**src/rtl/hamming_encoder_tx_if.sv**
```systemverilog
// Data-side bus of the serial Hamming(7,4) transmitter.
// Handshake: a nibble moves on a rising clk edge where din_valid and din_ready
// are both high; din (and the error-injection fields, when present) must be
// stable while din_valid is high, and din_ready never depends combinationally
// on din_valid.
// Optional error-injection fields exist only with HAMMING_ERR_INJECT_EN.
interface hamming_encoder_tx_if;
    logic [3:0] din;
    logic       din_valid;
    logic       din_ready;
    logic       s_out;
    logic       frame_start;
    logic       busy;
`ifdef HAMMING_ERR_INJECT_EN
    logic       err_en;
    logic [2:0] err_pos;

    modport master (
        output din, din_valid, err_en, err_pos,
        input  din_ready, s_out, frame_start, busy
    );
    modport slave (
        input  din, din_valid, err_en, err_pos,
        output din_ready, s_out, frame_start, busy
    );
`else
    modport master (
        output din, din_valid,
        input  din_ready, s_out, frame_start, busy
    );
    modport slave (
        input  din, din_valid,
        output din_ready, s_out, frame_start, busy
    );
`endif
endinterface

```
**src/rtl/hamming_encoder_tx.sv**
```systemverilog
// Serial Hamming(7,4) transmitter: nibbles arrive on a valid/ready handshake
// into a one-entry holding register, are encoded to c[6:0] =
// {d3,d2,d1,p4,d0,p2,p1} and shifted out MSB first on s_out.
// Build option HAMMING_ERR_INJECT_EN adds per-nibble single-bit error injection.
module hamming_encoder_tx (
    input  logic                  clk,
    input  logic                  reset,
    hamming_encoder_tx_if.slave   bus,
    output logic                  dbg_state
);

    typedef enum logic {
        IDLE  = 1'b0,
        SHIFT = 1'b1
    } state_t;

    state_t     state;
    logic [2:0] cnt;
    logic [6:0] shift_word;
    logic       s_out_q;
    logic       frame_start_q;

    logic       hold_full;
    logic [3:0] hold_data;
`ifdef HAMMING_ERR_INJECT_EN
    logic       hold_err_en;
    logic [2:0] hold_err_pos;
`endif

    logic       accept;
    logic       load;
    logic [6:0] load_word;

    function automatic logic [6:0] encode(input logic [3:0] d);
        logic p1, p2, p4;
        p1 = d[0] ^ d[1] ^ d[3];
        p2 = d[0] ^ d[2] ^ d[3];
        p4 = d[1] ^ d[2] ^ d[3];
        return {d[3], d[2], d[1], p4, d[0], p2, p1};
    endfunction

    // Ready depends only on registered state and reset, never on din_valid.
    assign bus.din_ready   = !hold_full && !reset;
    assign accept          = bus.din_valid && bus.din_ready;
    // Held nibble moves to the shifter when idle or on the last bit of a frame.
    assign load            = hold_full && ((state == IDLE) || (cnt == 3'd6));

    assign bus.s_out       = s_out_q;
    assign bus.frame_start = frame_start_q;
    assign bus.busy        = (state == SHIFT) || hold_full;
    assign dbg_state       = (state == SHIFT);

    // Codeword for the held nibble, with the optional single-bit flip applied.
    always_comb begin
        load_word = encode(hold_data);
`ifdef HAMMING_ERR_INJECT_EN
        // Shifting 1 by 7 falls off the 7-bit mask, so err_pos = 7 flips nothing.
        if (hold_err_en) begin
            load_word = load_word ^ (7'd1 << hold_err_pos);
        end
`endif
    end

    // Holding register: capture on handshake, release when loaded into the shifter.
    always_ff @(posedge clk) begin
        if (reset) begin
            hold_full    <= 1'b0;
            hold_data    <= 4'd0;
`ifdef HAMMING_ERR_INJECT_EN
            hold_err_en  <= 1'b0;
            hold_err_pos <= 3'd7;
`endif
        end else begin
            if (accept) begin
                hold_data    <= bus.din;
`ifdef HAMMING_ERR_INJECT_EN
                hold_err_en  <= bus.err_en;
                hold_err_pos <= bus.err_pos;
`endif
            end
            if (accept) begin
                hold_full <= 1'b1;
            end else if (load) begin
                hold_full <= 1'b0;
            end
        end
    end

    // Transmit FSM with registered serial output and frame marker.
    always_ff @(posedge clk) begin
        if (reset) begin
            state         <= IDLE;
            cnt           <= 3'd0;
            shift_word    <= 7'd0;
            s_out_q       <= 1'b0;
            frame_start_q <= 1'b0;
        end else begin
            case (state)
                IDLE: begin
                    s_out_q       <= 1'b0;
                    frame_start_q <= 1'b0;
                    if (hold_full) begin
                        shift_word <= load_word;
                        cnt        <= 3'd0;
                        state      <= SHIFT;
                    end
                end
                SHIFT: begin
                    s_out_q       <= shift_word[3'd6 - cnt];
                    frame_start_q <= (cnt == 3'd0);
                    if (cnt == 3'd6) begin
                        cnt <= 3'd0;
                        if (hold_full) begin
                            // Next frame follows the last bit with no idle gap.
                            shift_word <= load_word;
                        end else begin
                            state <= IDLE;
                        end
                    end else begin
                        cnt <= cnt + 3'd1;
                    end
                end
                default: begin
                    state <= IDLE;
                    cnt   <= 3'd0;
                end
            endcase
        end
    end

endmodule

```
**src/flat_wrapper.sv**
```systemverilog
// flat-port wrapper written by rule: the top's interface ports become plain ports
module hamming_encoder_tx_flat 
  (clk, reset, dbg_state, bus_din, bus_din_valid, bus_din_ready, bus_s_out, bus_frame_start, bus_busy);
  hamming_encoder_tx_if bus_i ();
  input  logic clk;
  input  logic reset;
  output logic dbg_state;
  input wire logic [$bits(bus_i.din)-1:0] bus_din;
  input wire logic [$bits(bus_i.din_valid)-1:0] bus_din_valid;
  output wire logic [$bits(bus_i.din_ready)-1:0] bus_din_ready;
  output wire logic [$bits(bus_i.s_out)-1:0] bus_s_out;
  output wire logic [$bits(bus_i.frame_start)-1:0] bus_frame_start;
  output wire logic [$bits(bus_i.busy)-1:0] bus_busy;
  assign bus_i.din = bus_din;
  assign bus_i.din_valid = bus_din_valid;
  assign bus_din_ready = bus_i.din_ready;
  assign bus_s_out = bus_i.s_out;
  assign bus_frame_start = bus_i.frame_start;
  assign bus_busy = bus_i.busy;
  hamming_encoder_tx u_core (.clk(clk), .reset(reset), .bus(bus_i), .dbg_state(dbg_state));
endmodule
```
**config.mk**
```make
export PLATFORM = sky130hd
export DESIGN_NAME = hamming_encoder_tx_flat
export DESIGN_NICKNAME = d
export VERILOG_FILES = /design/src/rtl/hamming_encoder_tx_if.sv /design/src/rtl/hamming_encoder_tx.sv /design/src/flat_wrapper.sv
export SDC_FILE = /design/constraint.sdc
export NUM_CORES = 1
export LEC_CHECK = 0
export BUFFER_PORTS_ARGS = -buffer_cell sky130_fd_sc_hd__buf_2
export CAP_MARGIN = 20
export CELL_PAD_IN_SITES_DETAIL_PLACEMENT = 0
export CELL_PAD_IN_SITES_GLOBAL_PLACEMENT = 2
export CORE_UTILIZATION = 34
export CTS_CLUSTER_SIZE = 8
export DETAILED_ROUTE_END_ITERATION = 8
export PLACE_DENSITY = 0.81
export SYNTH_ARGS = -nofsm -noshare
export SYNTH_HDL_FRONTEND = slang
export SYNTH_SLANG_ARGS = --single-unit
```
**constraint.sdc**
```tcl
create_clock -name clk -period 1.9 [get_ports clk]
set_clock_uncertainty 0.05 [all_clocks]
set_input_delay 0.285 -clock clk [delete_from_list [all_inputs] [get_ports clk]]
set_output_delay 0.285 -clock clk [all_outputs]
set_load 0.01 [all_outputs]
```
After elaboration in Yosys (flattened, before gate mapping):

Cells that the tools add are included.

* $add $sub $neg: 2
* bitwise logic cells: 7
* equal/unequal tests: 3
* reductions and logical operators: 9
* $lt $le $gt $ge: 1
* multiplexer cells: 15

Operators by type and width (number)
* $mux W7: 2
* $pmux W7 S2: 1
* $mux W3: 2
* $pmux W1 S2: 3
* $pmux W3 S2: 1
* $xor A1 B1 Y1: 6
* $mux W1: 5
* $lt A3 B4 Y1 const B: 1
* $add A3 B1 Y3 const B: 1
* $bmux W1 S3: 1
* $eq A3 B3 Y1 const B: 1
* $logic_and A1 B1 Y1: 3
* $logic_not A3 Y1: 1
* $sub A3 B3 Y3 const A: 1
* $logic_not A1 Y1: 2
* $logic_or A1 B1 Y1: 2
* $ne A2 B1 Y1 const B: 1
* $ne A2 B2 Y1 const B: 1
* $reduce_bool A2 Y1: 1
* $not A1 Y1: 1

* output and inout bits: 5
* bits of input ports: 7
* logic and storage cells: 44
* bits in registers: 18

Depth between registers and ports, before layout:

* word-level depth: 5
* mapped depth: 6
* mapped depth without buffers: 5

Worst setup path after synthesis:

OpenSTA, ideal clock, no wires.

* path type: flip-flop to flip-flop
* from: reg u_core.cnt[0]
* to: reg u_core.s_out_q (netlist: u_core.bus.s_out)
* required time: 1.747 ns
* path slack: 0.378 ns
* stages on the path, launching flop included: 6
* arrival: 1.369 ns
* period minus slack after synthesis: 1.522 ns
* library setup time: 0.103 ns
* path through: dfxtp_1 -> inv_1 -> ha_1 -> mux4_1 -> nor2_1 -> a2111oi_2

* word-level cells in the longest chain between the ends: 4

RTL lines
* start: declaration: RTL line hamming_encoder_tx.sv:18 `logic [2:0] cnt;`
* start signal: assignment: RTL line hamming_encoder_tx.sv:120 `cnt <= cnt + 3'd1;`
* $sub A3 B3 Y3: RTL line hamming_encoder_tx.sv:109 `s_out_q <= shift_word[3'd6 - cnt];`
* $bmux W1 S3: RTL line hamming_encoder_tx.sv:109
* $mux W1 (not written as such): RTL line hamming_encoder_tx.sv:109
* $pmux W1 S2: RTL line hamming_encoder_tx.sv:98 `case (state)`
* end signal: assignment: RTL line hamming_encoder_tx.sv:109
* end: declaration: RTL line hamming_encoder_tx.sv:20 `logic s_out_q;`

Every way passes these cells. The select of a mux whose other input is x is not followed.
A chain may end at the register's enable or synchronous reset.

Worst setup path in the final report:

Same ends and word-level chain as after synthesis.

==> key figures <==
Clocking
  – Postcts setup bufs: 0
  – Cts repair resizes: 0
  – Worst-path clk slew: 100 ps
  – Clock tree buffer depth: 2
  – Root Driver: clkbuf_4
  – Worst-Skew Late Latency: 290 ps
  – Hold-fix buffers at CTS: 0
  – H-tree levels: 1
  – CTS tree: done
  – CTS sink cnt: 18
  – Total CTS buffers: 3

STA
  – Final hold viol count: 0
  – RSZ-0062 raised after global routing: no
  – FMAX: 606.0 MHz
  – Max-slew headroom: 64.18%
  – Tcrit/Tclk final: 86.86%
  – Max-slew violation count: 0
  – Least-Margin Pin Slew: about 540 ps
  – Endpoints failing setup: 0
  – Setup_tns: 0 ps
  – Minimum clock period: 1650 ps

Worst setup path
  – Startpoint Class: flip-flop
  – WS Path Type: flip-flop to flip-flop
  – Critical path arrival: roughly 1800 ps
  – CP max FO: 6
  – Crit end category: flip-flop
  – FF-to-FF setup slack: 250 ps
  – Req. time, crit path: 2050 ps
  – Reg-to-reg startpoint: u_core.cnt[0]
  – FF-to-FF End: u_core.bus.s_out
  – R2r worst-path depth: 5
  – Cell Chain, Critical Path: inv_1 -> ha_1 -> mux4_1 -> nor2_1 -> a2111oi_2
  – Critical path's largest stage delay: between 400 and 500 ps
  – Crit-path slowest cell: dfxtp_1

Hold path
  – Hold wc startpoint: bus_din[1]
  – WHS Endpoint: u_core.hold_data[1]
  – Worst hold stages: 3
  – Hold crit path type: primary input to flip-flop

Global routing
  – Largest net degree at the start of global routing: 20
  – GR Overflow Total: 0
  – GRT Util Overall: 14.75%
  – First-pass GRT wire length: between 2000 and 3000 µm
  – Initial antenna violation count: 0
  – Number of global-route vias before repair: 622

Floorplan
  – Initial Utilization: 35.68%
  – Core Area: 0.002455 mm²
  – # IOs: 12
  – Die Y: 52.76 µm
  – Die area: 0.002783 mm²
  – Die width: 52.76 µm
  – Std cell rows: 18

Cells and area
  – Ant diodes: 0
  – Multi-input logic area: 478.0 µm²
  – Layout area overhead: 13.43%
  – Layout Cells excl Fill: 132
  – Storage cell area: 360.3 µm²
  – Share of cells above drive strength 1: 18.63%
  – Fin nets: 114
  – Fill count: 255

Status
  – Status: complete, no violations

Logic synthesis
  – Dominant cells by area after synthesis: dfxtp_1 (41%), xor3_1 (8.1%), a21oi_1 (6.3%), ha_1 (5.7%), mux2i_1 (5.7%)
  – Yosys warns: 0
  – Mapped Cells: 91
  – Sequential share of the synthesized area: between 40% and 50%
  – Net count after synthesis: 102
  – Syn_area_per_cell: roughly 9.6 µm²
  – Synth area leader: dfxtp_1
  – Synthesized area: 875.8 µm²
  – Yosys reg bits: 18
  – Post-synth top area share: 41.14%
  – Synth unique cells: 21

Route
  – Vias: 676
  – Wirelength per Cell: 13.15 µm
  – Drt pass-1 iters: 4
  – Iter 0 DRT Violations: 7
  – Drc violations: 0
  – DR vias/cell: 5.121
  – Number of nets with antenna violations after routing: 0
  – Post-Route WL: around 1700 µm

Power and ir drop
  – PD cells: approximately 770 mW/mm²
  – Worst vdd ir: 0.5533 mV
  – Pleak: slightly above 0.0004 µW

Place
  – DP Cell Count: approximately 130
  – PortBufs: 11
  – DP HPWL: 1245 µm
  – Final Wtd Congestion: 0.6908

Run
  – Max_cap viols: 0
==> state kept, by name (all words and copies together) (netlist names) <==
| name | cells |
|---|---|
| u_core.hold_full | 1 |
| u_core.bus.s_out | 1 |
| u_core.dbg_state | 1 |
| u_core.hold_data | 4 |
| u_core.shift_word | 7 |
| u_core.cnt | 3 |
| u_core.bus.frame_start | 1 |
==> where the power goes <==
group	internal, µW	switching (µW)
combinational	57.3	52.0
clock	117	119
sequential	395	21.0
total	569	192
==> layout make-up <==
cell class	instances	area share [%]
timing repair buffer	12	6.297
tap	30	3.778
sequential	18	36.27
inverter	5	1.889
clock buffer	4	3.652
multi-input combinational	63	48.11
==> cells in the final DEF (no fill, tap or decap) <==
master and n:
mux2_2 1, clkbuf_4 3, a22oi_1 1, clkbuf_8 1, a21boi_1 1, a21oi_1 11, buf_4 1, nor4b_1 1
buf_2 11, o21ai_0 9, inv_1 5, a2111oi_2 1, a21bo_2 1, nand3b_1 1, nor3b_1 1, mux4_1 1
nor2_1 10, xor3_1 3, xnor2_1 1, dfxtp_1 18, nor2b_1 3, ha_1 4, nand3_1 8, mux2i_1 5
==> logic make-up after synthesis <==
kind of cell / after synthesis / share of synthesized area [%]
compound gates: 24 / 16.00
xor+xnor: 4 / 9.143
fa+ha+maj: 4 / 5.715
simple gates: 24 / 13.72
mux: 7 / 10.00
flops: 18 / 41.14
buf+inv: 10 / 4.286
==> layer usage <==
layer / track usage [%] / wire (µm) / vias to the layer above
li1: - / - / 342
met1: 17.83 / 840 / 326
met2: 23.84 / 825 / 6
met3: 5.217 / 49 / 2
met4: 5.263 / 20 / 0
met5: 0 / 0 / -
==> critical path: cells and delay by family, from the launching register on <==
family,cells,cell delay [ps]
AND/OR/NAND/NOR,1,50
buffers and inverters,1,130
AO/OA/AOI/OAI,1,320
flip-flops,1,450
multiplexers,1,220
adder cells (fa/ha/maj),1,350
==> cell usage after synthesis, drive strengths merged <==
cell type	number
a2111oi	1
a21bo	1
a21boi	1
a21oi	11
a22oi	1
clkbuf	5
dfxtp	18
ha	4
inv	5
mux2	1
mux2i	5
mux4	1
nand3	8
nand3b	1
nor2	10
nor2b	3
nor3b	1
nor4b	1
o21ai	9
xnor2	1
xor3	3
==> worst max path at each step <==
stage                                  end     startpoint  depth (start not counted)  slack, ps
after global placement    u_core.bus.s_out  u_core.cnt[0]                          5        310
after global routing      u_core.bus.s_out  u_core.cnt[0]                          5         90
after detailed placement  u_core.bus.s_out  u_core.cnt[0]                          5        250
final                     u_core.bus.s_out  u_core.cnt[0]                          5        250
after floorplan           u_core.bus.s_out  u_core.cnt[0]                          5        380
after CTS                 u_core.bus.s_out  u_core.cnt[0]                          5        230
==> stage by stage <==
stage | cell area (µm²) | util [%] | hold WS, ps | worst slack [ps] | total power, µW
2_1_floorplan | 875.8 | - | 382.3 | 377.8 | 502.8
3_3_place_gp | 957.2 | 38.99 | 417.7 | 306.1 | 531.8
3_5_place_dp | 957.2 | 38.99 | 420.5 | 254.8 | 535.4
4_1_cts | 993.5 | 40.47 | 169.1 | 229.5 | 774.1
5_1_grt | 993.5 | 40.47 | 153.5 | 85.88 | 813.1
6_report | 993.5 | 40.47 | 174.4 | 249.8 | 760.1
Note: power is estimated with default switching activity, not from simulation.
